$ cat config.mk
export PLATFORM = sky130hd
export DESIGN_NAME = fifo_param
export DESIGN_NICKNAME = d
export VERILOG_FILES = /design/src/rtl/fifo_param.sv
export SDC_FILE = /design/constraint.sdc
export NUM_CORES = 1
export LEC_CHECK = 0
export ABC_AREA = 1
export CAP_MARGIN = 30
export CORE_ASPECT_RATIO = 0.8
export CORE_MARGIN = 3
export CORE_UTILIZATION = 53
export DETAILED_ROUTE_END_ITERATION = 16
export PLACE_DENSITY = 0.74
export SLEW_MARGIN = 0
export SYNTH_ARGS = -nofsm -noshare
export SYNTH_HDL_FRONTEND = slang
export SYNTH_SLANG_ARGS = --single-unit
$ cat constraint.sdc
create_clock -name clk -period 2.4 [get_ports clk]
set_input_delay 0.24 -clock clk [delete_from_list [all_inputs] [get_ports clk]]
set_output_delay 0.24 -clock clk [all_outputs]
set_load 0.02 [all_outputs]
$ cat src/rtl/fifo_param.sv
// rtl/fifo_param.sv - parameterised single-clock FIFO with edge/level request modes
// Define FIFO_ERR_FLAGS_EN to build the sticky overflow/underflow flags.
module fifo_param #(
  parameter int DATA_W    = 8,
  parameter int ADDR_W    = 4,
  parameter int AF_LEVEL  = 12,
  parameter int AE_LEVEL  = 2,
  parameter int EDGE_MODE = 1
) (
  input  logic              clk,
  input  logic              reset,
  input  logic              clr,
  input  logic              wr,
  input  logic              rd,
  input  logic [DATA_W-1:0] data_in,
  output logic [DATA_W-1:0] data_out,
  output logic              full,
  output logic              empty,
  output logic              almost_full,
  output logic              almost_empty,
  output logic [ADDR_W:0]   count,
  output logic              overflow,
  output logic              underflow
);

  localparam int              DEPTH   = 1 << ADDR_W;
  localparam logic [ADDR_W:0] PTR_ONE = 1;
  localparam logic [ADDR_W:0] AF_CNT  = (ADDR_W+1)'(AF_LEVEL);
  localparam logic [ADDR_W:0] AE_CNT  = (ADDR_W+1)'(AE_LEVEL);

  logic [DATA_W-1:0] mem [DEPTH];
  logic [ADDR_W:0]   wptr;
  logic [ADDR_W:0]   rptr;
  logic              wr_q;
  logic              rd_q;
  logic              wr_req;
  logic              rd_req;
  logic              wr_acc;
  logic              rd_acc;

  // Edge mode turns a held request into a single operation.
  assign wr_req = (EDGE_MODE != 0) ? (wr & ~wr_q) : wr;
  assign rd_req = (EDGE_MODE != 0) ? (rd & ~rd_q) : rd;

  assign empty        = (wptr == rptr);
  assign full         = (wptr[ADDR_W-1:0] == rptr[ADDR_W-1:0]) && (wptr[ADDR_W] != rptr[ADDR_W]);
  assign count        = wptr - rptr;
  assign almost_full  = (count >= AF_CNT);
  assign almost_empty = (count <= AE_CNT);
  assign data_out     = mem[rptr[ADDR_W-1:0]];

  assign wr_acc = wr_req & ~full & ~clr;
  assign rd_acc = rd_req & ~empty & ~clr;

  always_ff @(posedge clk or negedge reset) begin
    if (!reset) begin
      wptr <= '0;
      rptr <= '0;
      wr_q <= 1'b0;
      rd_q <= 1'b0;
    end else if (clr) begin
      wptr <= '0;
      rptr <= '0;
      wr_q <= 1'b0;
      rd_q <= 1'b0;
    end else begin
      wr_q <= wr;
      rd_q <= rd;
      if (wr_acc) wptr <= wptr + PTR_ONE;
      if (rd_acc) rptr <= rptr + PTR_ONE;
    end
  end

  // Storage is never reset; contents survive clr and reset.
  always_ff @(posedge clk) begin
    if (wr_acc) mem[wptr[ADDR_W-1:0]] <= data_in;
  end

`ifdef FIFO_ERR_FLAGS_EN
  logic ovf_q;
  logic udf_q;

  always_ff @(posedge clk or negedge reset) begin
    if (!reset) begin
      ovf_q <= 1'b0;
      udf_q <= 1'b0;
    end else if (clr) begin
      ovf_q <= 1'b0;
      udf_q <= 1'b0;
    end else begin
      if (wr_req && full)  ovf_q <= 1'b1;
      if (rd_req && empty) udf_q <= 1'b1;
    end
  end

  assign overflow  = ovf_q;
  assign underflow = udf_q;
`else
  assign overflow  = 1'b0;
  assign underflow = 1'b0;
`endif

endmodule

==> metrics.md, run 1 <==
| Metric | Value |
|---|---|
| Hold-fix buffers, CTS | 0 |
| Startpoint class of the critical path | flop |
| WS Path Type | flop to output port |
| Port Buffers | 29 |
| Area grow syn2layout | 19.8% |
| Share of layout cells above drive strength 1 | 0.121 |
| Worst-Skew Late Latency | 0.41 ns |
| Root Buffer | clkbuf_16 |
| WL final | 15.5 mm |
| Ports | 32 |
| Leak | 3.66 nW |
| Vias in the first global route | 4,820 |
| Yosys Warn Count | 0 |
| Initial antenna violation count | 0 |
| Final Wtd Congestion | 0.889 |
| WL/cell | 16.2 um |
| Max stage delay on crit path | 0.53 ns |
| Largest net degree at the start of global routing | 36 |
| Worst Skew | 0.00625 ns |
| CP Capture Type | output port |
| Syn_area_per_cell | 9.30 um^2 |
| Vias/cell | 5.17 |
| First-pass GRT wire length | 24.5 mm |
| Leading area contributor after synthesis | edfxtp_1 |
| Core Region | 11,900 um^2 |
| Max transition margin | 0.518 |
| Synth top area share | 0.579 |
| GRT Resource Usage Total | 0.233 |
| Crit-path cells | inv_2 > ha_2 > inv_2 > fa_2 > inv_2 > nor2_1 > nor2_1 > nand3_1 > nor2_1 > buf_4 |
| CTS tree | yes |
| Antenna cell count | 0 |
| CTS sink count | 140 |
| Async S/R FF share, synth | 0.0857 |
| CP delay by family, top | adder cells |
| Detailed Place HPWL | 9.74 mm |
| Library cells used by synthesis | 23 |
| Full die area | 13,900 um^2 |
| Period utilization | 0.964 |
| Top-count cell post-synth | nand2_1 |
| Postcts setup bufs | 0 |
| Slew at the pin closest to its max-slew limit | 0.721 ns |
| Worst Path Max Fanout | 2 |
| Status | finished, final reports clean |
| Max Cap Viol | 0 |
| Sequential fraction of the synthesis area | 0.625 |
| Synth Cell Area | 6630 um^2 |
| Max VDD drop | 0.435 mV |
| DRC | 0 |
| Crit path required time | 2.16 ns |
| Num CTS Buffers | 17 |
| Final setup fails | 0 |
| 1st-iter DRT viols | 596 |
| Grt total ovfl | 0 |
| Nets | 797 |
| Synth Flop Type | edfxtp_1 |
| Initial core utilization | 0.559 |
| Synth top area cells | edfxtp_1, nand2_1, inv_1, nand3_1, dfrtp_1 |
| CTS clk-pin slew, worst paths | 0.06 ns |
| Peak Freq | 0.432 GHz |
| Area of the multi-input gates | 1860 um^2 |
| Slew Limit Fails | 0 |
| Via count | 4,921 |
| TNS Setup | 0 ns |
| PwrDens | 764 nW/um^2 |
| RSZ-0062 raised after global routing | no |
| Synth Instances | 713 |
| # rows | 35 |
| Synth Register Bits | 140 |
| Die X | 131 um |
| Max Root-Sink Buffers | 2 |
| Register area | 4150 um^2 |
| Pre-Repair DR Iteration Count | 6 |
| Worst path bufs/invs | 4 |
| Filler instances | 878 |
| Chip Height | 106 um |
| Finished Core Util | 0.670 |
| Slowest cell on crit path | fa_2 |
| Data arrival, critical path | 2.07 ns |
| Hold crit path type | input pin to async pin |
| Htree depth | 4 |
| Antenna Nets Post-Route | 0 |
| Min cycle time layout | 2.31 ns |
| Most frequent cells after synthesis | nand2_1, inv_1, edfxtp_1 |
| Post-synth EDFFs | 128 |
| Final Hold Fails | 0 |
==> repair_timing <==
action	4_1_cts	5_1_grt
cloned	1	1
endpoints found under the setup margin	16	14
gates resized for setup	27	35
==> cell families (layout without fill, tap and decap cells) <==
kind of cell    Yosys count  after routing  share of synthesized area
xor+xnor                  7              7                    0.00924
other cells               1              2                   0.000565
buf+inv                 169            241                      0.102
flops                   140            140                      0.625
fa+ha+maj                10             10                     0.0200
compound gates            2              2                    0.00151
simple gates            384            384                      0.242
==> path summary, 6_finish.rpt <==
path                            depth (start not counted)     from      endpoint  slack (ns)
worst max-delay path                                   10  wptr[0]  almost_empty        0.09
worst max register to register                          9  wptr[1]     mem[6][6]        0.18
max in group asynchronous                               1    reset       rptr[0]        1.80
worst min-delay path                                    1    reset          rd_q        0.19
worst min register to register                          3     rd_q       rptr[0]        0.55
min in group clk                                        3       wr          wr_q        0.36
==> registers in the layout, indices dropped and copies added, names as in the netlist <==
name and cells:
wptr 5, rptr 5, wr_q 1, mem 128
rd_q 1
==> cells in the final DEF, fill, tap and decap left out, types with 5 or more instances in the layout <==
cell               n
buf_4             33
clkbuf_16         18
clkbuf_2          10
clkdlybuf4s50_1   13
clkinv_1           7
dfrtp_1           11
edfxtp_1         128
ha_1               6
inv_1            133
nand2_1          243
nand3_1           99
nand4_1            5
nor2_1            33
==> metrics by stage <==
step	instance area [um^2]	total power [mW]	hold slack (ns)	worst slack (ns)	std cells
detailed placement	7310	3.51	0.552	0.0143	919
global placement	7310	3.49	0.547	0.105	919
finish	7950	6.07	0.194	0.0872	952
CTS	7920	6.04	0.208	-0.0182	951
global route	7950	6.28	0.237	0.00803	952
floorplan	6640	3.19	-0.0556	0.0376	714
==> power breakdown <==
part,leakage (nW),switching (mW),internal [mW]
Sequential,1.31,0.00837,2.68
Clock,0.279,0.980,1.61
Combinational,2.07,0.510,0.275
==> area by class of cell <==
type / instances / share of cell area
flip-flops and latches: 140 / 0.522
multi-input cells: 405 / 0.234
repair buffers: 69 / 0.0778
inverters: 141 / 0.0675
clock buffers: 17 / 0.0535
well taps: 166 / 0.0261
clock inverters: 14 / 0.0192
==> per-layer routing <==
layer / part of all wire / wire, um / global-route usage / up-vias
li1: - / - / - / 2364
met1: 0.42 / 6480 / 0.326 / 2304
met2: 0.47 / 7330 / 0.371 / 227
met3: 0.090 / 1400 / 0.0477 / 26
met4: 0.016 / 252 / 0.0675 / 0
met5: 0 / 0 / 0 / -
No activity file was read; power rests on OpenSTA's default activity.
==> run 2, diff against run 1 <==
- CAP_MARGIN: 30 -> unset
- GPL_ROUTABILITY_DRIVEN: unset -> 0
==> results of run 2 <==
Same layout as run 1: the final DEF is identical, and so are final timing and power.
==> run 3, diff against run 2 <==
- CORE_MARGIN: 3 -> unset
- CORE_UTILIZATION: 53 -> 40
- PLACE_DENSITY: 0.74 -> unset
==> metrics.md, run 3 (synthesis results as in run 1) <==
| Metric | Value |
|---|---|
| Hold crit path type | input pin to async pin (unchanged) |
| Antenna Nets Post-Route | 0 (unchanged) |
| Ports | 32 (unchanged) |
| Via count | 4,712 (was 4,921) |
| Crit path required time | 2.16 ns (about the same) |
| Max reg flops | 128 (unchanged) |
| Detailed Place HPWL | 9.56 mm (was 9.74 mm) |
| Die X | 146 um (was 131 um) |
| Port Buffers | 29 (unchanged) |
| Worst Path Max Fanout | 2 (unchanged) |
| CP Capture Type | output port (unchanged) |
| Initial antenna violation count | 0 (unchanged) |
| Antenna cell count | 0 (unchanged) |
| WL final | 14.7 mm (was 15.5 mm) |
| Final setup fails | 0 (unchanged) |
| Sw Share | 0.264 (was 0.247) |
| Max Root-Sink Buffers | 2 (unchanged) |
| Leak | 3.65 nW (was 3.66 nW) |
| Startpoint class of the critical path | flop (unchanged) |
| WS Path Type | flop to output port (unchanged) |
| PwrDens | 754 nW/um^2 (was 764 nW/um^2) |
| Share of layout cells above drive strength 1 | 0.118 (was 0.121) |
| Postcts setup bufs | 0 (unchanged) |
| Most frequent cells in the layout | nand2_1, inv_1, edfxtp_1 (unchanged) |
| Area grow syn2layout | 20.3% (was 19.8%) |
| Switching power | 1.59 mW (was 1.50 mW) |
| Pre-Repair DR Iteration Count | 5 (was 6) |
| Power share of the sequential group | 0.447 (was 0.444) |
| DRC | 0 (unchanged) |
| CTS sink count | 140 (unchanged) |
| Slew Limit Fails | 0 (unchanged) |
| First-pass GRT wire length | 23.3 mm (was 24.5 mm) |
| WL/cell | 14.7 um (was 16.2 um) |
| Max transition margin | 0.546 (was 0.518) |
| GRT Resource Usage Total | 0.184 (was 0.233) |
| Dpl ws | 0.0736 ns (was 0.0143 ns) |
| Pwr Total | 6.02 mW (was 6.07 mW) |
| Status | finished, final reports clean (unchanged) |
| Core Region | 16,000 um^2 (was 11,900 um^2) |
| Worst-Skew Late Latency | 0.42 ns (was 0.41 ns) |
| Max VDD drop | 0.568 mV (was 0.435 mV) |
| Htree depth | 4 (unchanged) |
| Full die area | 17,100 um^2 (was 13,900 um^2) |
| Initial core utilization | 0.414 (was 0.559) |
| CTS clk-pin slew, worst paths | 0.06 ns (about the same) |
| Vias/cell | 4.71 (was 5.17) |
| Chip Height | 117 um (was 106 um) |
| Data arrival, critical path | 2.04 ns (was 2.07 ns) |
| Root Buffer | clkbuf_16 (unchanged) |
| Dpl cells | 966 (was 919) |
| Comb power frac | 0.127 (was 0.129) |
| Grt total ovfl | 0 (unchanged) |
| Max Cap Viol | 0 (unchanged) |
| 1st-iter DRT viols | 328 (was 596) |
| Nets | 795 (was 797) |
| Clock Power Share | 0.426 (was 0.427) |
| # rows | 41 (was 35) |
| Min cycle time layout | 2.28 ns (was 2.31 ns) |
| Worst Skew | 0.00339 ns (was 0.00625 ns) |
| Filler instances | 1,450 (was 878) |
| Slew at the pin closest to its max-slew limit | 0.679 ns (was 0.721 ns) |
| Fin cells | 1,000 (was 952) |
| CTS tree | yes (unchanged) |
| RSZ-0062 raised after global routing | yes (was no) |
| Largest net degree at the start of global routing | 36 (unchanged) |
| PnR worst setup slack | 0.120 ns (was 0.0872 ns) |
| Commonest non-fill, non-tap cell in the layout | nand2_1 (unchanged) |
| Int Power | 4.43 mW (was 4.57 mW) |
| Peak Freq | 0.439 GHz (was 0.432 GHz) |
| Num CTS Buffers | 17 (unchanged) |
| Vias in the first global route | 4,405 (was 4,820) |
| Final Hold Fails | 0 (unchanged) |
| Period utilization | 0.950 (was 0.964) |
-- run 3: cell count changes in the layout (fill, tap and decap cells not counted), sizes merged --
cell / change
inv: +8
bufinv: -2
clkdlybuf4s15: +3
clkinv: -5
buf: -3
clkbuf: -2
-- run 3: layer usage --
metal	track usage	share of wire	up-vias
met3	0.0388	0.049	17
met4	0.0660	0.014	0
li1	-	-	2363
met2	0.292	0.45	124
met1	0.254	0.49	2208
met5	0	0	-
-- run 3: stage by stage --
step	util	TNS [ns]	hold slack (ns)	area (um^2)
2_1_floorplan	-	0	-0.0556	6640
3_3_place_gp	0.460	0	0.565	7360
3_5_place_dp	0.460	0	0.584	7360
4_1_cts	0.498	-0.0127	0.216	7960
5_1_grt	0.499	-0.00556	0.225	7980
6_report	0.499	0	0.199	7980
-- run 3: repair_timing --
action                     4_1_cts  5_1_grt
setup endpoints to repair       16       12
resized for setup               32       23
cloned                           1        1
hold buffers                     0        0
-- run 3: area by class of cell --
class,instances,area [um^2],area share
flip-flops and latches,140,4150,0.520
multi-input cells,405,1820,0.229
repair buffers,67,626,0.0784
inverters,141,536,0.0671
clock buffers,17,425,0.0533
well taps,215,269,0.0337
clock inverters,15,154,0.0193
-- run 3: final timing paths --
check,start,end,cells after the start,slack [ns]
max,wptr[0],almost_empty,10,0.12
min,reset,wptr[1],1,0.20
max reg2reg,wptr[1],mem[9][3],8,0.21
min reg2reg,rd_q,rptr[0],3,0.59
max in group asynchronous,reset,rptr[0],1,1.78
min in group clk,wr,wr_q,3,0.36
-- run 3: worst max-delay path, cell delays in order, from the launching register on --
cell	delay [ns]
dfrtp_1	0.38
inv_1	0.08
ha_1	0.16
inv_2	0.05
fa_2	0.53
inv_2	0.03
nor2_1	0.08
nor2_1	0.05
nand3_1	0.08
nor2_1	0.04
buf_4	0.15
-- run 3: power by group through the flow --
stage               clock network, mW  logic, mW  registers, mW
finish                           2.56      0.764           2.69
global route                     2.69      0.849           2.69
CTS                              2.59      0.747           2.69
detailed placement                  0      0.753           2.74
global placement                    0      0.742           2.74
floorplan                           0      0.450           2.74
